`config.mk`:
```
export PLATFORM = sky130hd
export DESIGN_NAME = cycle_serial_ctrl
export DESIGN_NICKNAME = d
export VERILOG_FILES = /design/src/rtl/cycle_pkg.sv /design/src/rtl/rr_arbiter.sv /design/src/rtl/cycle_serial_ctrl.sv
export SDC_FILE = /design/constraint.sdc
export NUM_CORES = 1
export LEC_CHECK = 0
export ABC_CLOCK_PERIOD_IN_PS = 7350
export BUFFER_PORTS_ARGS = -buffer_cell sky130_fd_sc_hd__buf_2
export CORE_MARGIN = 1
export CORE_UTILIZATION = 55
export CTS_CLUSTER_DIAMETER = 100
export CTS_CLUSTER_SIZE = 8
export DETAILED_ROUTE_END_ITERATION = 8
export GPL_TIMING_DRIVEN = 0
export HOLD_SLACK_MARGIN = 0.1
export PLACE_DENSITY = 0.94
export SYNTH_ARGS = -nofsm -noshare
export SYNTH_HDL_FRONTEND = slang
export SYNTH_SLANG_ARGS = --single-unit
```
`constraint.sdc`:
```
create_clock -name clk -period 7.35 [get_ports clk]
set_clock_uncertainty 0.1 [all_clocks]
set_input_delay 0.735 -clock clk [delete_from_list [all_inputs] [get_ports clk]]
set_output_delay 0.735 -clock clk [all_outputs]
set_load 0.005 [all_outputs]
```
`src/rtl/cycle_pkg.sv`:
```
// Shared types for the bit-serial cycle sequencer: word widths, FSM states and
// the latched command record.
package cycle_pkg;

  localparam int unsigned WORD_W = 32;
  localparam int unsigned PO_W   = 2;

  typedef enum logic [2:0] {
    StIdle,
    StShift,
    StStrobe,
    StWait,
    StCapture,
    StDrain,
    StCollect,
    StResp
  } ctrl_state_t;

  typedef struct packed {
    logic [WORD_W-1:0] word;
    logic              ld;
    logic              pa;
    logic [2:0]        id;
  } cmd_t;

endpackage

```
`src/rtl/rr_arbiter.sv`:
```
// Combinational round-robin arbiter: first requester at or after ptr wins, and
// the pointer moves to the slot just past the winner.
module rr_arbiter #(
  parameter int unsigned NREQ = 2,
  localparam int unsigned PtrW = (NREQ > 1) ? $clog2(NREQ) : 1
) (
  input  logic [NREQ-1:0] req,
  input  logic [PtrW-1:0] ptr,
  output logic [NREQ-1:0] grant,
  output logic [PtrW-1:0] grant_idx,
  output logic [PtrW-1:0] next_ptr,
  output logic            found
);

  int unsigned idx;

  always_comb begin
    grant     = '0;
    grant_idx = '0;
    next_ptr  = ptr;
    found     = 1'b0;
    idx       = 0;
    for (int unsigned k = 0; k < NREQ; k++) begin
      idx = (32'(ptr) + k) % NREQ;
      if (!found && req[idx]) begin
        found      = 1'b1;
        grant[idx] = 1'b1;
        grant_idx  = PtrW'(idx);
        next_ptr   = PtrW'((idx + 1) % NREQ);
      end
    end
  end

endmodule

```
`src/rtl/cycle_serial_ctrl.sv`:
```
// Arbitrates parallel commands onto the bit-serial cycle interface and
// deserialises the serial result into a tagged response. All outputs registered.
module cycle_serial_ctrl
  import cycle_pkg::*;
#(
  parameter int unsigned NREQ        = 2,
  parameter int unsigned RESULT_WAIT = 4,
  parameter int unsigned Q_LAT       = 2,
  localparam int unsigned IdW        = (NREQ > 1) ? $clog2(NREQ) : 1
) (
  input  logic                 clk,
  input  logic                 rst_n,
  input  logic [NREQ-1:0]      req_valid,
  output logic [NREQ-1:0]      req_ready,
  input  logic [NREQ*32-1:0]   req_word,
  input  logic [NREQ-1:0]      req_ld,
  input  logic [NREQ-1:0]      req_pa,
  output logic                 rsp_valid,
  input  logic                 rsp_ready,
  output logic [WORD_W-1:0]    rsp_word,
  output logic [PO_W-1:0]      rsp_po,
  output logic [IdW-1:0]       rsp_id,
  output logic                 ser_d,
  output logic                 ser_de,
  output logic                 ser_ld,
  output logic                 ser_pa,
  output logic                 ser_qe,
  input  logic                 ser_q,
  input  logic [PO_W-1:0]      ser_po,
  output logic                 busy
);

  localparam int unsigned WaitW = (RESULT_WAIT > 1) ? $clog2(RESULT_WAIT) : 1;

  ctrl_state_t       state_q, state_d;
  logic [5:0]        cnt_q, cnt_d;
  logic [WaitW-1:0]  wait_q, wait_d;
  logic [IdW-1:0]    ptr_q, ptr_d;
  cmd_t              cmd_q, cmd_d;
  logic [WORD_W-1:0] rsp_word_q, rsp_word_d;
  logic [PO_W-1:0]   rsp_po_q, rsp_po_d;
  logic              rsp_valid_q, rsp_valid_d;
  logic [NREQ-1:0]   req_ready_q, req_ready_d;
  logic              ser_d_q, ser_d_d, ser_de_q, ser_de_d;
  logic              ser_ld_q, ser_ld_d, ser_pa_q, ser_pa_d;
  logic              ser_qe_q, ser_qe_d, busy_q, busy_d;

  logic [NREQ-1:0]   grant;
  logic [IdW-1:0]    grant_idx, next_ptr;
  logic              found;

  rr_arbiter #(.NREQ(NREQ)) u_arb (
    .req       (req_valid),
    .ptr       (ptr_q),
    .grant     (grant),
    .grant_idx (grant_idx),
    .next_ptr  (next_ptr),
    .found     (found)
  );

  always_comb begin
    state_d     = state_q;
    cnt_d       = cnt_q;
    wait_d      = wait_q;
    ptr_d       = ptr_q;
    cmd_d       = cmd_q;
    rsp_word_d  = rsp_word_q;
    rsp_po_d    = rsp_po_q;
    rsp_valid_d = 1'b0;
    req_ready_d = '0;
    ser_d_d     = 1'b0;
    ser_de_d    = 1'b0;
    ser_ld_d    = 1'b0;
    ser_pa_d    = 1'b0;
    ser_qe_d    = 1'b0;
    unique case (state_q)
      StIdle: begin
        if (found) begin
          state_d     = StShift;
          req_ready_d = grant;
          ptr_d       = next_ptr;
          cmd_d.word  = req_word[32'(grant_idx) * WORD_W +: WORD_W];
          cmd_d.ld    = req_ld[grant_idx];
          cmd_d.pa    = req_pa[grant_idx];
          cmd_d.id    = 3'(grant_idx);
          cnt_d       = '0;
          ser_d_d     = cmd_d.word[WORD_W-1];
        end
      end
      StShift: begin
        if (cnt_q == 6'd31) begin
          state_d  = StStrobe;
          ser_de_d = 1'b1;
          ser_ld_d = cmd_q.ld;
          ser_pa_d = cmd_q.pa;
        end else begin
          cnt_d   = cnt_q + 6'd1;
          ser_d_d = cmd_q.word[5'(6'd30 - cnt_q)];
        end
      end
      StStrobe: begin
        if (RESULT_WAIT == 0) begin
          state_d  = StCapture;
          ser_qe_d = 1'b1;
        end else begin
          state_d = StWait;
          wait_d  = '0;
        end
      end
      StWait: begin
        if (wait_q == WaitW'(RESULT_WAIT - 1)) begin
          state_d  = StCapture;
          ser_qe_d = 1'b1;
        end else begin
          wait_d = wait_q + 1'b1;
        end
      end
      StCapture: begin
        cnt_d   = '0;
        // With Q_LAT=1 the edge right after QE already carries bit 31.
        state_d = (Q_LAT <= 1) ? StCollect : StDrain;
      end
      StDrain: begin
        if (cnt_q == 6'(Q_LAT - 2)) begin
          state_d = StCollect;
          cnt_d   = '0;
        end else begin
          cnt_d = cnt_q + 6'd1;
        end
      end
      StCollect: begin
        rsp_word_d = {rsp_word_q[WORD_W-2:0], ser_q};
        if (cnt_q == 6'd0) rsp_po_d = ser_po;
        if (cnt_q == 6'd31) begin
          state_d     = StResp;
          rsp_valid_d = 1'b1;
        end else begin
          cnt_d = cnt_q + 6'd1;
        end
      end
      StResp: begin
        if (rsp_ready) state_d = StIdle;
        else           rsp_valid_d = 1'b1;
      end
    endcase
    busy_d = (state_d != StIdle);
  end

  always_ff @(posedge clk) begin
    if (!rst_n) begin
      state_q     <= StIdle;
      cnt_q       <= '0;
      wait_q      <= '0;
      ptr_q       <= '0;
      cmd_q       <= '0;
      rsp_word_q  <= '0;
      rsp_po_q    <= '0;
      rsp_valid_q <= 1'b0;
      req_ready_q <= '0;
      ser_d_q     <= 1'b0;
      ser_de_q    <= 1'b0;
      ser_ld_q    <= 1'b0;
      ser_pa_q    <= 1'b0;
      ser_qe_q    <= 1'b0;
      busy_q      <= 1'b0;
    end else begin
      state_q     <= state_d;
      cnt_q       <= cnt_d;
      wait_q      <= wait_d;
      ptr_q       <= ptr_d;
      cmd_q       <= cmd_d;
      rsp_word_q  <= rsp_word_d;
      rsp_po_q    <= rsp_po_d;
      rsp_valid_q <= rsp_valid_d;
      req_ready_q <= req_ready_d;
      ser_d_q     <= ser_d_d;
      ser_de_q    <= ser_de_d;
      ser_ld_q    <= ser_ld_d;
      ser_pa_q    <= ser_pa_d;
      ser_qe_q    <= ser_qe_d;
      busy_q      <= busy_d;
    end
  end

  // Upper id bits are spare when NREQ is below 8.
  logic unused_id;
  assign unused_id = ^cmd_q.id;

  assign req_ready = req_ready_q;
  assign rsp_valid = rsp_valid_q;
  assign rsp_word  = rsp_word_q;
  assign rsp_po    = rsp_po_q;
  assign rsp_id    = cmd_q.id[IdW-1:0];
  assign ser_d     = ser_d_q;
  assign ser_de    = ser_de_q;
  assign ser_ld    = ser_ld_q;
  assign ser_pa    = ser_pa_q;
  assign ser_qe    = ser_qe_q;
  assign busy      = busy_q;

endmodule

```
==> flow_summary.yaml, run 1 <==
worst_setup_path:
  crit_path_start_kind: "flop"
  critPathTopFamily: "multiplexers"
  worstSetupEndpointType: "flop"
  worst_ep_required_time_ps: 7510
  slowest_stage: "mux4_1"
  reg2reg_slack_ps: 4480
  worstSetupPathType: "flop to flop"
  cp.arrival_ps: 3030
  path_cells: "buf_2 > inv_1 > ha_1 > inv_2 > mux4_1 > nand2_1 > a21o_1 > a21oi_1 > o311a_1"
  path_buf_inv: 3
  critPathMaxStageDelay_ps: 590
  crit_fanout: 10
cts:
  h-tree-depth: 3
  post_cts_buffers: 0
  cts_root_buf: "clkbuf_8"
  cts.sinks: 90
  cts_tree: "built"
  cts_made_buffers: 9
  clock_path_buffers: 2
  clock_latency_ps: 370
  cts_hold_buf: 0
  post_cts_resized: 0
  clk_pin_slew_ps: 100
yosys:
  synth-warning-count: 0
  synth_edf_count: 0
  yosysSeqAreaShare: 0.452
  synth_area_leaders: "dfxtp_1, nand2_1, a311oi_1"
  synthMostInstantiatedCell: "nand2_1"
  synth_top_area_frac: 0.452
  syn_nets: 572
  ys.flop_type: "dfxtp_1"
  synth_cell_types: 43
  ys_top_cells_by_count: "nand2_1, dfxtp_1, nor2_1"
  netlist_instances: 492
  ys_ff_latch: 90
  syn_area_per_cell_um2: 8.10
  syn_area_um2: 3990
  yosys.area.top_type: "dfxtp_1"
  synth_async_sr_flop_share: 0
global_route:
  grt_pass1_wl_um: 16700
  overflow: 0
  antenna_found_initial: 0
  grt_start_max_net_pins: 19
  grt_pass1_vias: 3772
  track_usage: 0.285
pwr:
  p_int_uw: 727
  comb_power_share: 0.122
  irDropWorstVdd_uv: 112
  switching_share: 0.275
  powerDensity_nw_per_um2: 204
  pwr-share-clk: 0.359
  seq_power_share: 0.518
  leakagePower_uw: 0.00214
  power.switching_uw: 276
flow_run:
  max_cap_viol_count: 0
sta:
  finalSetupTns_ps: 0
  setup_viol: 0
  rsz0062_at_grt: "false"
  tightest_slew_ps: 688
  fmax_mhz: 349
  maxSlewViolCount: 0
  period_needed_ps: 2870
  slew_headroom: 0.538
  hold_viol: 0
  finalCritPeriodShare: 0.390
hold_path:
  hold_class: "flop to flop"
die:
  rows: 30
  start_util: 0.577
  dieArea_um2: 7590
  io_pins: 120
  coreArea_um2: 6910
  fp.dieW_um: 87.1
  die_h_um: 87.1
route:
  first_pass_iters: 6
  viasPerCell: 5.61
  wl_um: 10200
  wl_per_cell_um: 14.1
  drc_errors: 0
  drtIter0Drc: 352
  via_count: 4058
  antenna_left: 0
placement:
  port-buffer-count: 119
  gp_congestion: 0.922
  hpwl_um: 7760
  place_inst: 707
finish:
  instances_no_fill: 723
  layout.nets: 702
  nFillCells: 545
  diodes: 0
  synthToLayoutAreaGrowth_pct: 23.3
  drive_above_1_share: 0.254
status:
  outcome: "complete, no violations"
layout make-up:
type / count / area [um2] / area share
Inverter: 10 / 37.5 / 0.00764
Clock inverter: 7 / 90.1 / 0.0183
Clock buffer: 9 / 124 / 0.0252
Sequential cell: 90 / 1800 / 0.367
Buffer: 32 / 140 / 0.0285
Tap cell: 96 / 120 / 0.0244
Timing Repair Buffer: 119 / 596 / 0.121
Multi-Input combinational cell: 360 / 2010 / 0.408
sequential cells by signal, summed over array words and instances (netlist names):
name	flops
busy	1
cmd_q	34
cnt_q	6
ptr_q	1
req_ready	2
rsp_id	1
rsp_po	2
rsp_valid	1
rsp_word	32
ser_d	1
ser_de	1
ser_ld	1
ser_pa	1
ser_qe	1
state_q	3
wait_q	2
power by group through the flow:
stage	Clock [uW]	Combinational, uW	Sequential [uW]
CTS	365	121	520
finish	360	123	520
detailed placement	0	120	531
global placement	0	115	530
global route	385	136	522
floorplan	0	76.6	527
worst min-delay path: stages (launching register included):
cell,delay (ps)
dfxtp_1,320
nand2_1,50
a21oi_1,50
layout by cell type (no fill, tap or decap), drive strengths merged, types with 8 or more instances in the layout:
cell type | synthesis | routed
clkbuf | 21 | 30
a21oi | 45 | 45
a311oi | 33 | 33
mux2i | 8 | 8
nand2 | 144 | 144
dfxtp | 90 | 90
nor2 | 54 | 54
inv | 9 | 14
buf | 11 | 130
o21ai | 11 | 11
nand3 | 8 | 8
path summary, 6_finish.rpt:
kind / start / endpoint / cells after the start
max reg2reg: cnt_q[0] / ser_d / 9
min: rsp_word[31] / rsp_word[31] / 2
min reg2reg: rsp_word[31] / rsp_word[31] / 2
max: cnt_q[0] / ser_d / 9
cell families (layout without fill, tap and decap cells):
family | after synthesis | count (layout) | synth area share
xor gates and xnor gates | 6 | 6 | 0.0179
muxes | 16 | 16 | 0.0615
and+or+nand+nor | 230 | 230 | 0.238
adders and majority gates | 4 | 4 | 0.0126
DFF | 90 | 90 | 0.452
AOI/OAI and AO/OA | 104 | 104 | 0.174
buffers and inverters | 42 | 177 | 0.0446
layer usage:
layer | track usage | routed length (um) | share of wire | vias to the layer above
met5 | 0 | 0 | 0 | -
met4 | 0.151 | 339 | 0.033 | 0
met3 | 0.0502 | 721 | 0.071 | 34
met2 | 0.492 | 4980 | 0.49 | 214
met1 | 0.338 | 4120 | 0.41 | 1836
li1 | - | - | - | 1974
metrics by stage:
step           utilization  hold WS, ps  worst slack (ps)  area [um2]  power, uW
2_1_floorplan            -          331              4890        3990        604
3_3_place_gp         0.681          341              4580        4700        645
3_5_place_dp         0.681          352              4510        4700        651
4_1_cts              0.712          366              4500        4920       1010
5_1_grt              0.712          385              4350        4920       1040
6_report             0.712          361              4480        4920       1000
No activity file was read; power rests on OpenSTA's default activity.
==> inputs of run 2 (changes only) <==
--- a/config.mk
+++ b/config.mk
@@ -5,16 +5,17 @@
 export SDC_FILE = /design/constraint.sdc
 export NUM_CORES = 1
 export LEC_CHECK = 0
-export ABC_CLOCK_PERIOD_IN_PS = 7350
+export ABC_AREA = 1
+export ABC_CLOCK_PERIOD_IN_PS = 2900
 export BUFFER_PORTS_ARGS = -buffer_cell sky130_fd_sc_hd__buf_2
 export CORE_MARGIN = 1
-export CORE_UTILIZATION = 55
+export CORE_UTILIZATION = 51
 export CTS_CLUSTER_DIAMETER = 100
 export CTS_CLUSTER_SIZE = 8
 export DETAILED_ROUTE_END_ITERATION = 8
 export GPL_TIMING_DRIVEN = 0
 export HOLD_SLACK_MARGIN = 0.1
-export PLACE_DENSITY = 0.94
+export PLACE_DENSITY = 0.88
 export SYNTH_ARGS = -nofsm -noshare
 export SYNTH_HDL_FRONTEND = slang
 export SYNTH_SLANG_ARGS = --single-unit
==> constraint.sdc (replaced) <==
create_clock -name clk -period 2.9 [get_ports clk]
set_clock_uncertainty 0.1 [all_clocks]
set_input_delay 0.29 -clock clk [delete_from_list [all_inputs] [get_ports clk]]
set_output_delay 0.29 -clock clk [all_outputs]
set_load 0.005 [all_outputs]
==> flow_summary.yaml, run 2 <==
yosys:
  ys_top_cells_by_count: "nand2_1, dfxtp_1, nor2_1"
  yosys.area.top_type: "dfxtp_1"
  yosysSeqAreaShare: 0.447
  synth_edf_count: 0
  synth-warning-count: 0
  ys.flop_type: "dfxtp_1"
  syn_nets: 642
  synth_cell_types: 33
  syn_area_um2: 4030
  synthMostInstantiatedCell: "nand2_1"
  synth_area_leaders: "dfxtp_1, nand2_1, o21ai_0"
  synth_top_area_frac: 0.447
  ys_ff_latch: 90
  synth_async_sr_flop_share: 0
  netlist_instances: 562
  syn_area_per_cell_um2: 7.18
route:
  antenna_left: 0
  drtIter0Drc: 435
  viasPerCell: 5.64
  wl_per_cell_um: 14.7
  wl_um: 12300
  via_count: 4724
  drc_errors: 0
  first_pass_iters: 6
cts:
  cts_made_buffers: 9
  cts.sinks: 90
  cts_root_buf: "clkbuf_8"
  clock_latency_ps: 360
  cts_tree: "built"
  clock_path_buffers: 2
  clk_pin_slew_ps: 90
  h-tree-depth: 3
worst_setup_path:
  crit_path_start_kind: "flop"
  crit_fanout: 10
  slowest_stage: "dfxtp_1"
  worst_ep_required_time_ps: 3070
  worstSetupEndpointType: "flop"
  critPathMaxStageDelay_ps: 380
  path_cells: "buf_2 > inv_2 > buf_4 > ha_1 > buf_2 > clkinvlp_4 > nand3_1 > nand3_1 > nand3_1 > nand2_1 > nand2_1 > nand3_1 > a21oi_1"
  worstSetupPathType: "flop to flop"
  cp.arrival_ps: 2880
  cp_common_cell: "nand3_1"
finish:
  largest_reg_flops: 34
  max_flop_register: "cmd_q"
  final_cell_mix: "nand2_1, buf_2, dfxtp_1"
  drive_above_1_share: 0.238
  instances_no_fill: 838
  synthToLayoutAreaGrowth_pct: 32.7
  fin_util: 0.696
  nFillCells: 601
  diodes: 0
  final_common_cell: "nand2_1"
  layout.nets: 812
status:
  outcome: "complete, no violations"
global_route:
  grt_pass1_wl_um: 20200
  antenna_found_initial: 0
  grt_start_max_net_pins: 16
  grt_pass1_vias: 4509
  track_usage: 0.302
  overflow: 0
sta:
  finalSetupTns_ps: 0
  slew_headroom: 0.651
  setup_viol: 0
  finalCritPeriodShare: 0.934
  rsz0062_at_grt: "false"
  tightest_slew_ps: 523
  maxSlewViolCount: 0
  fin_hold_ws_ps: 102
  hold_viol: 0
  period_needed_ps: 2710
  fmax_mhz: 369
placement:
  hpwl_um: 7860
  port-buffer-count: 119
  gp_congestion: 0.894
  place_inst: 783
die:
  fp.dieW_um: 90.9
  rows: 32
  die_h_um: 90.9
  coreArea_um2: 7690
  start_util: 0.525
  dieArea_um2: 8270
  io_pins: 120
hold_path:
  hold_class: "primary input to flop"
pwr:
  powerDensity_nw_per_um2: 542
  leakagePower_uw: 0.00267
  irDropWorstVdd_uv: 280
flow_run:
  max_cap_viol_count: 0
## run 2: cell count changes in the layout (fill, tap and decap cells not counted), moves of 11 or more
| cell | before | now |
|---|---|---|
| nand2_1 | 144 | 133 |
| a31oi_1 | 3 | 33 |
| nand3_1 | 7 | 37 |
| o21ai_0 | 10 | 69 |
| nor2_1 | 53 | 89 |
| a21oi_1 | 45 | 9 |
| dlygate4sd3_1 | 0 | 40 |
| inv_1 | 6 | 21 |
| a311oi_1 | 33 | 0 |
## run 2: report_power, final
| part | internal (uW) | switching (uW) | total (uW) |
|---|---|---|---|
| logic | 275 | 389 | 664 |
| clock network | 397 | 456 | 853 |
| registers | 1330 | 53.9 | 1380 |
## run 2: logic make-up (layout without fill, tap and decap cells)
family,Yosys count,in the layout,synth area share
buffers and inverters,63,237,0.0689
xor gates and xnor gates,3,3,0.00652
adders and majority gates,4,4,0.0124
DFF,90,90,0.447
and+or+nand+nor,281,281,0.301
AOI/OAI and AO/OA,121,121,0.165
## run 2: path summary, 6_finish.rpt
| check | start | endpoint | slack (ps) | cells after the start |
|---|---|---|---|---|
| setup reg to reg | cnt_q[0] | ser_d | 190 | 13 |
| hold reg to reg | cmd_q[4] | ser_ld | 340 | 2 |
| hold / removal | req_word[25] | cmd_q[30] | 100 | 3 |
| setup / recovery | cnt_q[0] | ser_d | 190 | 13 |
## run 2: what timing repair did
action / in CTS / in global routing
buffers inserted: 0 / 0
hold buffers: 39 / 1
setup endpoints to repair: 0 / 1
endpoints found under the hold margin: 23 / 1
resized for setup: 0 / 1
## run 2: final cells by class
class	instances	area [um2]	share of cell area
Buffer	32	159	0.0297
Clock buffer	9	124	0.0231
Clock inverter	6	67.6	0.0126
Inverter	31	123	0.0229
Multi-Input combinational cell	409	1950	0.365
Sequential cell	90	1800	0.337
Tap cell	102	128	0.0238
Timing Repair Buffer	159	996	0.186
## run 2: critical path: cells and delay by family (launching register included)
kind / cells / cell delay, ps
AOI/OAI and AO/OA: 1 / 180
buffers and inverters: 5 / 1110
and+or+nand+nor: 6 / 580
DFF: 1 / 380
adders and majority gates: 1 / 280
## run 2: metal layers
layer	share of wire	track usage	vias to the layer above	wire (um)
met5	0	0	-	0
met4	0.063	0.192	0	770
met3	0.065	0.0513	73	804
met2	0.48	0.511	274	5870
met1	0.40	0.352	2181	4870
li1	-	-	2196	-
## run 2: stage by stage
| step | setup WS [ps] | total power (uW) | area (um2) |
|---|---|---|---|
| finish | 190 | 2900 | 5350 |
| global route | 70.0 | 3020 | 5350 |
| CTS | 281 | 2850 | 5340 |
| detailed placement | 337 | 1950 | 4760 |
| global placement | 396 | 1930 | 4760 |
| floorplan | 845 | 1770 | 4030 |
